<file path="src/rtl/harvard_data_bridge_if.sv">
// Port bundles for harvard_data_bridge.
// cpu_data_if: CPU Harvard data port (master = CPU, slave = bridge).
// dbus_if: waitrequest/readdatavalid data bus (master = bridge, slave = memory).
interface cpu_data_if;
   logic [31:0] cpu_data_address;
   logic        cpu_data_read;
   logic        cpu_data_write;
   logic [31:0] cpu_data_writedata;
   logic [31:0] cpu_data_readdata;
   logic        cpu_stall;

   modport master (
      output cpu_data_address, cpu_data_read, cpu_data_write, cpu_data_writedata,
      input  cpu_data_readdata, cpu_stall
   );
   modport slave (
      input  cpu_data_address, cpu_data_read, cpu_data_write, cpu_data_writedata,
      output cpu_data_readdata, cpu_stall
   );
endinterface

interface dbus_if;
   logic [31:0] bus_address;
   logic        bus_read;
   logic        bus_write;
   logic [31:0] bus_writedata;
   logic [3:0]  bus_byteenable;
   logic        bus_waitrequest;
   logic        bus_readdatavalid;
   logic [31:0] bus_readdata;

   modport master (
      output bus_address, bus_read, bus_write, bus_writedata, bus_byteenable,
      input  bus_waitrequest, bus_readdatavalid, bus_readdata
   );
   modport slave (
      input  bus_address, bus_read, bus_write, bus_writedata, bus_byteenable,
      output bus_waitrequest, bus_readdatavalid, bus_readdata
   );
endinterface

</file>
<file path="src/rtl/harvard_data_bridge.sv">
// harvard_data_bridge: turns the CPU's combinational-read / single-cycle-write
// data port into a waitrequest/readdatavalid bus access, one at a time.
// cpu_stall freezes the CPU until the access completes; a watchdog aborts
// hung accesses and sets a sticky bus_error.
// Optional macro DBRIDGE_READ_HIT_EN: one-entry read buffer that serves a
// repeated read in IDLE without a bus access.
module harvard_data_bridge #(
   parameter int unsigned TIMEOUT_CYCLES = 1024,
   parameter logic [31:0] ERR_READDATA   = 32'h0000_0000
) (
   input  logic       i_clk,
   input  logic       i_reset,
   cpu_data_if.slave  cpu,
   dbus_if.master     bus,
   output logic       o_bus_error
);

   localparam int          CW   = (TIMEOUT_CYCLES < 2) ? 1 : $clog2(TIMEOUT_CYCLES);
   localparam int unsigned LAST = (TIMEOUT_CYCLES == 0) ? 0 : TIMEOUT_CYCLES - 1;

   typedef enum logic [2:0] {
      S_IDLE, S_WR_REQ, S_WR_DONE, S_RD_REQ, S_RD_WAIT, S_RD_DONE
   } state_t;

   state_t          r_state;
   logic            r_rd;
   logic            r_wr;
   logic [31:0]     r_addr;
   logic [31:0]     r_wdata;
   logic [31:0]     r_rdata;
   logic            r_err;
   logic [CW-1:0]   r_cnt;

   logic            w_hit;
   logic            w_busy;
   logic            w_tmo;
   logic            w_abort;
   logic            w_stall;
   logic [CW-1:0]   w_cnt_nxt;

`ifdef DBRIDGE_READ_HIT_EN
   logic [31:0]     r_buf_addr;
   logic [31:0]     r_buf_data;
   logic            r_buf_vld;
   logic            w_hit_rd;

   assign w_hit    = r_buf_vld && (r_buf_addr == cpu.cpu_data_address);
   assign w_hit_rd = (r_state == S_IDLE) && cpu.cpu_data_read && !cpu.cpu_data_write && w_hit;
   assign cpu.cpu_data_readdata = w_hit_rd ? r_buf_data : r_rdata;
`else
   assign w_hit = 1'b0;
   assign cpu.cpu_data_readdata = r_rdata;
`endif

   assign w_busy    = (r_state == S_WR_REQ) || (r_state == S_RD_REQ) || (r_state == S_RD_WAIT);
   assign w_tmo     = (TIMEOUT_CYCLES != 0) && (r_cnt == CW'(LAST));
   assign w_cnt_nxt = (r_cnt == '1) ? r_cnt : r_cnt + 1'b1;

   // watchdog fires only when the bus is not completing the access this cycle
   always_comb begin
      w_abort = 1'b0;
      case (r_state)
         S_WR_REQ, S_RD_REQ: w_abort = w_tmo && bus.bus_waitrequest;
         S_RD_WAIT:          w_abort = w_tmo && !bus.bus_readdatavalid;
         default:            w_abort = 1'b0;
      endcase
   end

   // stall: combinational on a new miss in IDLE, held while the bus is owed
   // something; forced low in reset so the CPU's gated reset can act
   always_comb begin
      w_stall = 1'b0;
      if (!i_reset) begin
         case (r_state)
            S_IDLE:                       w_stall = cpu.cpu_data_write ||
                                                    (cpu.cpu_data_read && !w_hit);
            S_WR_REQ, S_RD_REQ, S_RD_WAIT: w_stall = 1'b1;
            default:                      w_stall = 1'b0;
         endcase
      end
   end

   assign cpu.cpu_stall      = w_stall;
   assign bus.bus_address    = r_addr;
   assign bus.bus_read       = r_rd;
   assign bus.bus_write      = r_wr;
   assign bus.bus_writedata  = r_wdata;
   assign bus.bus_byteenable = 4'hF;
   assign o_bus_error        = r_err;

   // main FSM with registered strobes, capture data and watchdog counter
   always_ff @(posedge i_clk) begin
      if (i_reset) begin
         r_state <= S_IDLE;
         r_rd    <= 1'b0;
         r_wr    <= 1'b0;
         r_addr  <= '0;
         r_wdata <= '0;
         r_rdata <= '0;
         r_err   <= 1'b0;
         r_cnt   <= '0;
      end else begin
         r_cnt <= w_busy ? w_cnt_nxt : '0;
         case (r_state)
            S_IDLE: begin
               if (cpu.cpu_data_write) begin
                  r_addr  <= cpu.cpu_data_address;
                  r_wdata <= cpu.cpu_data_writedata;
                  r_wr    <= 1'b1;
                  r_state <= S_WR_REQ;
               end else if (cpu.cpu_data_read && !w_hit) begin
                  r_addr  <= cpu.cpu_data_address;
                  r_rd    <= 1'b1;
                  r_state <= S_RD_REQ;
               end
            end
            S_WR_REQ: begin
               if (!bus.bus_waitrequest || w_abort) begin
                  r_wr    <= 1'b0;
                  r_state <= S_WR_DONE;
               end
               if (w_abort) r_err <= 1'b1;
            end
            S_RD_REQ: begin
               if (!bus.bus_waitrequest) begin
                  r_rd    <= 1'b0;
                  r_state <= S_RD_WAIT;
               end else if (w_abort) begin
                  r_rd    <= 1'b0;
                  r_rdata <= ERR_READDATA;
                  r_err   <= 1'b1;
                  r_state <= S_RD_DONE;
               end
            end
            S_RD_WAIT: begin
               if (bus.bus_readdatavalid) begin
                  r_rdata <= bus.bus_readdata;
                  r_state <= S_RD_DONE;
               end else if (w_abort) begin
                  r_rdata <= ERR_READDATA;
                  r_err   <= 1'b1;
                  r_state <= S_RD_DONE;
               end
            end
            S_WR_DONE, S_RD_DONE: r_state <= S_IDLE;
            default:              r_state <= S_IDLE;
         endcase
      end
   end

`ifdef DBRIDGE_READ_HIT_EN
   // read buffer: filled with the captured word (valid by the RD_DONE release
   // cycle), follows accepted writes to its address, dropped on any abort
   always_ff @(posedge i_clk) begin
      if (i_reset) begin
         r_buf_vld  <= 1'b0;
         r_buf_addr <= '0;
         r_buf_data <= '0;
      end else if (w_abort) begin
         r_buf_vld  <= 1'b0;
      end else if (r_state == S_RD_WAIT && bus.bus_readdatavalid) begin
         r_buf_vld  <= 1'b1;
         r_buf_addr <= r_addr;
         r_buf_data <= bus.bus_readdata;
      end else if (r_state == S_WR_REQ && !bus.bus_waitrequest && r_addr == r_buf_addr) begin
         r_buf_data <= r_wdata;
      end
   end
`endif

endmodule

</file>
<file path="src/flat_wrapper.sv">
// flat-port wrapper written by rule: the top's interface ports become plain ports
module harvard_data_bridge_flat 
#(
   parameter int unsigned TIMEOUT_CYCLES = 1024,
   parameter logic [31:0] ERR_READDATA   = 32'h0000_0000
)
  (i_clk, i_reset, o_bus_error, cpu_cpu_data_address, cpu_cpu_data_read, cpu_cpu_data_write, cpu_cpu_data_writedata, cpu_cpu_data_readdata, cpu_cpu_stall, bus_bus_address, bus_bus_read, bus_bus_write, bus_bus_writedata, bus_bus_byteenable, bus_bus_waitrequest, bus_bus_readdatavalid, bus_bus_readdata);
  cpu_data_if cpu_i ();
  dbus_if bus_i ();
  input  logic i_clk;
  input  logic i_reset;
  output logic o_bus_error;
  input wire logic [$bits(cpu_i.cpu_data_address)-1:0] cpu_cpu_data_address;
  input wire logic [$bits(cpu_i.cpu_data_read)-1:0] cpu_cpu_data_read;
  input wire logic [$bits(cpu_i.cpu_data_write)-1:0] cpu_cpu_data_write;
  input wire logic [$bits(cpu_i.cpu_data_writedata)-1:0] cpu_cpu_data_writedata;
  output wire logic [$bits(cpu_i.cpu_data_readdata)-1:0] cpu_cpu_data_readdata;
  output wire logic [$bits(cpu_i.cpu_stall)-1:0] cpu_cpu_stall;
  output wire logic [$bits(bus_i.bus_address)-1:0] bus_bus_address;
  output wire logic [$bits(bus_i.bus_read)-1:0] bus_bus_read;
  output wire logic [$bits(bus_i.bus_write)-1:0] bus_bus_write;
  output wire logic [$bits(bus_i.bus_writedata)-1:0] bus_bus_writedata;
  output wire logic [$bits(bus_i.bus_byteenable)-1:0] bus_bus_byteenable;
  input wire logic [$bits(bus_i.bus_waitrequest)-1:0] bus_bus_waitrequest;
  input wire logic [$bits(bus_i.bus_readdatavalid)-1:0] bus_bus_readdatavalid;
  input wire logic [$bits(bus_i.bus_readdata)-1:0] bus_bus_readdata;
  assign cpu_i.cpu_data_address = cpu_cpu_data_address;
  assign cpu_i.cpu_data_read = cpu_cpu_data_read;
  assign cpu_i.cpu_data_write = cpu_cpu_data_write;
  assign cpu_i.cpu_data_writedata = cpu_cpu_data_writedata;
  assign cpu_cpu_data_readdata = cpu_i.cpu_data_readdata;
  assign cpu_cpu_stall = cpu_i.cpu_stall;
  assign bus_bus_address = bus_i.bus_address;
  assign bus_bus_read = bus_i.bus_read;
  assign bus_bus_write = bus_i.bus_write;
  assign bus_bus_writedata = bus_i.bus_writedata;
  assign bus_bus_byteenable = bus_i.bus_byteenable;
  assign bus_i.bus_waitrequest = bus_bus_waitrequest;
  assign bus_i.bus_readdatavalid = bus_bus_readdatavalid;
  assign bus_i.bus_readdata = bus_bus_readdata;
  harvard_data_bridge #(.TIMEOUT_CYCLES(TIMEOUT_CYCLES), .ERR_READDATA(ERR_READDATA)) u_core (.i_clk(i_clk), .i_reset(i_reset), .cpu(cpu_i), .bus(bus_i), .o_bus_error(o_bus_error));
endmodule
</file>
<file path="config.mk">
export PLATFORM = sky130hd
export DESIGN_NAME = harvard_data_bridge_flat
export DESIGN_NICKNAME = d
export VERILOG_FILES = /design/src/rtl/harvard_data_bridge_if.sv /design/src/rtl/harvard_data_bridge.sv /design/src/flat_wrapper.sv
export SDC_FILE = /design/constraint.sdc
export NUM_CORES = 1
export LEC_CHECK = 0
export BUFFER_PORTS_ARGS = -buffer_cell sky130_fd_sc_hd__buf_2
export CAP_MARGIN = 40
export CORE_ASPECT_RATIO = 0.75
export CORE_UTILIZATION = 45
export CTS_CLUSTER_SIZE = 16
export DETAILED_ROUTE_END_ITERATION = 6
export GPL_ROUTABILITY_DRIVEN = 0
export GPL_TIMING_DRIVEN = 0
export PLACE_DENSITY = 0.79
export SYNTH_ARGS = -nofsm -noshare
export SYNTH_HDL_FRONTEND = slang
export SYNTH_SLANG_ARGS = --single-unit
</file>
<file path="constraint.sdc">
create_clock -name i_clk -period 2.3 [get_ports i_clk]
set_clock_uncertainty 0.15 [all_clocks]
set_input_delay 0.345 -clock i_clk [delete_from_list [all_inputs] [get_ports i_clk]]
set_output_delay 0.345 -clock i_clk [all_outputs]
set_load 0.02 [all_outputs]
</file>
# Word level (Yosys, flattened, before mapping)
# Cells that the tools add are included.
# totals
reg_bits	112
latch_bits	0
mem_bits_rw	0
romBits	0
input_bits	102
elab_cells	74
mem_count	0
# classes
add_sub_neg	1
mul	0
n_div	0
order_cmp	0
n_eq_ne	12
n_shift	0
n_mux	28
n_bitwise	1
n_reduce_logical	24
# op_table
op	n
32-bit 2-to-1 mux	5
32-bit case mux with 2 select lines	1
3-bit 2-to-1 mux	6
2-bit != test (second input constant)	6
3-bit case mux with 4 select lines	1
10-bit by 1-bit adder with 10-bit output (second input constant)	1
10-bit equality test (second input constant)	1
1-bit 2-to-1 mux	10
1-bit case mux with 2 select lines	4
2-bit AND reduction	4
2-bit nonzero test	4
3-bit AND reduction	2
1-bit logical OR	4
4-bit AND reduction	1
2-bit OR reduction	2
3-bit by 1-bit equality test with 1-bit output (second input constant)	1
3-bit by 2-bit equality test with 1-bit output (second input constant)	1
3-bit equality test (second input constant)	1
3-bit logical NOT	1
3-bit by 2-bit != test with 1-bit output (second input constant)	1
3-bit != test (second input constant)	1
1-bit case mux with 3 select lines	1
3-bit nonzero test	1
3-bit OR reduction	1
3 further kinds	5

# Logic depth before layout (Yosys ltp)
# logic_depth
ltp_word	6
ltp_mapped	7

# Worst setup path before layout
# OpenSTA, ideal clock, no wires.
# synth_path
kind	register to register
startpoint	reg u_core.r_cnt[0]
endpoint	reg u_core.r_rdata[10], in the netlist u_core.cpu.cpu_data_readdata[10]
setup_time_ns	0.117
arrival_ns	1.534
required_time_ns	2.033
setup_slack_ns	0.499
path_stages_with_launch	7
n_path_buf	1
cell_sequence	dfxtp_1 ha_1 nand3_1 nor3_4 a21oi_4 buf_6 a22o_1
# synth_via
elab_chain_cells	6
elab_cells_between_ends	8
classes_between	eq/ne: 1; mux: 5; reduce/logical: 2
# synth_lines
item	line_no	text
start: declaration	harvard_data_bridge.sv:32	logic [CW-1:0] r_cnt;
start signal: assignment	harvard_data_bridge.sv:103	r_cnt <= w_busy ? w_cnt_nxt : '0;
10-bit equality test (*)	harvard_data_bridge.sv:56	assign w_tmo = (TIMEOUT_CYCLES != 0) && (r_cnt == CW'(LAST));
1-bit logical AND (on tied branches)	harvard_data_bridge.sv:64, harvard_data_bridge.sv:63	
1-bit case mux with 2 select lines (*)	harvard_data_bridge.sv:62	case (r_state)
32-bit 2-to-1 mux (*)	-	
32-bit 2-to-1 mux (on tied branches)	-	
32-bit case mux with 2 select lines (*)	-	
end signal: assignment	harvard_data_bridge.sv:137	r_rdata <= bus.bus_readdata;
end: declaration	harvard_data_bridge.sv:30	logic [31:0] r_rdata;
# Every way passes the cells marked *; elsewhere a longest branch is shown, timed or not. The select of a mux whose other input is x is not followed.
# A chain may end at the register's enable or synchronous reset.

# Final worst setup path
# layout_path
startpoint	reg u_core.r_cnt[0]
endpoint	reg u_core.r_rdata[8], in the netlist u_core.cpu.cpu_data_readdata[8]
# Same word-level chain as after synthesis.

==> results.txt <==
----------------------------------------------------
[Setup path]
  Cell type of the slowest stage on the worst timing path ... nor3_4
  Setup slack on the worst flop-to-flop path ... 220 ps
  Largest driver fanout on the critical path ... 10
  FF-to-FF End ... u_core.cpu.cpu_data_readdata[8]
  R2R depth ... 6
  Kind of end point of the critical path ... register
  Required time at the worst-slack endpoint ... 2370 ps
  CP Cell Sequence ... ha_1, nand3_1, nor3_4, a21oi_4, buf_6, a22o_1
  Critical path data arrival time ... 2150 ps
  Crit start category ... register
  Start-to-end type of the worst setup path ... reg2reg
  Critical R2R Launch ... u_core.r_cnt[0]
  Slowest Stage Delay on Critical Path ... 420 ps

[Layout]
  Layout Nets ... 777
  Most common library cell in the layout ignoring fill and taps ... buf_2
  Non-filler cells in the finished layout ... 787
  Most used cells in the layout excluding fill and tap cells ... buf_2, nand2_1, dfxtp_1
  Area growth from synthesis to final layout ... 35.9%
  Share of cells above drive strength 1 ... 36.2%
  Antenna Diode Count ... 0
  Final core occ ... 64.4%

[Power and ir drop]
  PD cells ... 828 mW/mm²
  Max IR drop VDD ... 642 µV
  Leakage Power ... 2.70 nW
  Sum of internal, switching and leakage power ... 4.63 mW

[Detailed routing]
  Number of vias per cell ... 5.03
  Detailed-router iteration count before antenna repair ... 4
  Count of vias placed by the detailed router ... 3,961
  Post-route ant nets ... 0
  DRC viols ... 0
  DRT iter0 DRCs ... 220
  Wire length per cell after detailed routing ... 14.1 µm
  Total length of routed wires ... 11,100 µm

[Placed design]
  Count of buffers inserted at the top-level ports ... 200
  HPWL after detailed placement ... 8430 µm
  Dpl cells ... 771

[Floorplanning]
  Width of the chip ... 112 µm
  Die footprint ... 0.00953 mm²
  Initial Utilization ... 47.4%
  Floorplan core area ... 0.00867 mm²
  Standard-cell row count ... 29
  Total I/O pin count ... 206
  Vertical die dimension ... 84.8 µm

[STA]
  Max_slew headroom ... 63.6%
  Final slew viol count ... 0
  Crit path time final ... 2080 ps
  Final hold violation count ... 0
  Period utilization ... 90.2%
  Post-route setup TNS ... 0 ps
  Number of endpoints failing setup at the final stage ... 0
  RSZ-0062 raised after global routing ... no
  Worst Max-Slew Pin Slew ... 545 ps
  Fmax ... 0.482 GHz

[GRT]
  Antenna violations before repair ... 0
  GR Util All Layers ... 23.3%
  Wire length of the first global-routing pass ... 17,500 µm
  Largest net degree at the start of global routing ... 19
  Overall overflow remaining after global route ... 0
  Via count of the first global-routing pass ... 3,720

[Worst hold path]
  Worst Hold Class ... in2reg
  Startpoint of the worst hold path ... bus_bus_readdata[27]
  Worst hold path cell count ... 2
  Hold EP ... u_core.cpu.cpu_data_readdata[27]

[Synth]
  Post-synthesis cell area ... 0.00411 mm²
  Syn. warnings ... 0
  EDFF count, synth ... 0
  Flop and latch count out of synthesis ... 112
  Synth Instances ... 460
  Seq/Total Area, Yosys ... 54.5%
  Top FF cell, synth ... dfxtp_1
  Synth Area per Inst ... 8.94 µm²
  Distinct cells, synth ... 47
  Proportion of synthesized flip-flops having asynchronous set or reset ... 0%

[Clock tree]
  Number of buffers added for setup after CTS ... 0
  Cts bufs inserted ... 9
  Number of H-tree levels ... 3
  Num Clock Sinks ... 112
  Skew-Pair Late Insertion Delay ... 340 ps
  Clock Pin Slew Worst Setup and Hold Paths ... 70 ps
  Cell at the root of the clock tree ... clkbuf_16
  Resized Gates After CTS ... 0
  Number of hold-repair buffers added at the cts stage ... 0
  Clock tree from TritonCTS ... built
  Maximum clock insertion buffer count ... 2

[Status]
  Outcome ... finished clean

[Run]
  MaxCap Viol Count ... 0

----------------------------------------------------
==> where the power goes <==
group,internal (mW),switching [mW],total (mW)
Combinational,0.291,0.527,0.818
Clock,0.989,0.695,1.68
Sequential,2.07,0.0596,2.12
==> registers in the layout, indices dropped and copies added, names as in the netlist <==
name and count:
u_core.r_state 3, u_core.r_cnt 10, u_core.cpu.cpu_data_readdata 32, u_core.o_bus_error 1, u_core.bus.bus_address 32, u_core.bus.bus_read 1, u_core.bus.bus_writedata 32, u_core.bus.bus_write 1
==> layout make-up <==
class	instances	area [µm²]
buffer	36	203
clock buffer	10	239
clock inverter	6	90.1
fill	746	3080
inverter	5	18.8
multi-input combinational	310	1660
sequential	112	2240
tap	108	135
timing repair buffer	200	1000
==> worst max-delay path: cells and delay by family, from the launching register on <==
family          cells  cell delay [ps]
flops               1              370
simple gates        2              610
compound gates      2              410
fa+ha+maj           1              250
buf+inv             1              180
==> logic make-up (layout without fill, tap and decap cells) <==
group,after synthesis,in the layout,synth area share (%)
and+or+nand+nor,178,178,19.1
buffers and inverters,41,257,5.39
other,1,4,0.0912
AOI/OAI and AO/OA,122,122,19.4
DFF,112,112,54.5
adders and majority gates,1,1,0.304
xor gates and xnor gates,2,2,0.426
muxes,3,3,0.761
==> worst max path at each step <==
stage | depth (start not counted) | to | slack, ps | start
2_1_floorplan | 6 | u_core.cpu.cpu_data_readdata[10] | 500 | u_core.r_cnt[0]
5_1_grt | 6 | u_core.cpu.cpu_data_readdata[26] | 60 | u_core.r_cnt[0]
3_3_place_gp | 6 | u_core.cpu.cpu_data_readdata[18] | 290 | u_core.r_cnt[0]
4_1_cts | 6 | u_core.cpu.cpu_data_readdata[26] | 210 | u_core.r_cnt[0]
6_report | 6 | u_core.cpu.cpu_data_readdata[8] | 220 | u_core.r_cnt[0]
3_5_place_dp | 6 | u_core.cpu.cpu_data_readdata[26] | 220 | u_core.r_cnt[0]
==> Yosys cell counts (all sizes together) (2+ instances only) <==
cell / number / area (µm²)
nand2: 133 / 499
dfxtp: 112 / 2240
a21oi: 73 / 377
a22o: 32 / 280
buf: 21 / 146
nor2: 16 / 60.1
clkbuf: 15 / 56.3
nor3: 8 / 56.3
inv: 5 / 18.8
nand2b: 3 / 18.8
a21o: 2 / 15.0
a31o: 2 / 17.5
a31oi: 2 / 12.5
and2: 2 / 12.5
and3: 2 / 12.5
and4: 2 / 17.5
mux2i: 2 / 20.0
nand3: 2 / 10.0
nand3b: 2 / 15.0
nand4: 2 / 27.5
nor2b: 2 / 12.5
nor3b: 2 / 26.3
o21a: 2 / 15.0
==> metal layers <==
layer / up-vias / track usage, % / wire length, µm
li1: 1985 / - / -
met1: 1808 / 27.6 / 4590
met2: 159 / 40.4 / 5460
met3: 9 / 7.80 / 920
met4: 0 / 6.30 / 107
met5: - / 0 / 0
==> stage by stage <==
stage	worst slack, ps	cell area [µm²]	hold slack, ps
global route	62.5	5590	48.4
CTS	206	5590	55.0
global placement	289	5260	290
finish	225	5590	67.1
detailed placement	222	5260	293
floorplan	499	4120	320
Note: power is estimated with default switching activity, not from simulation.
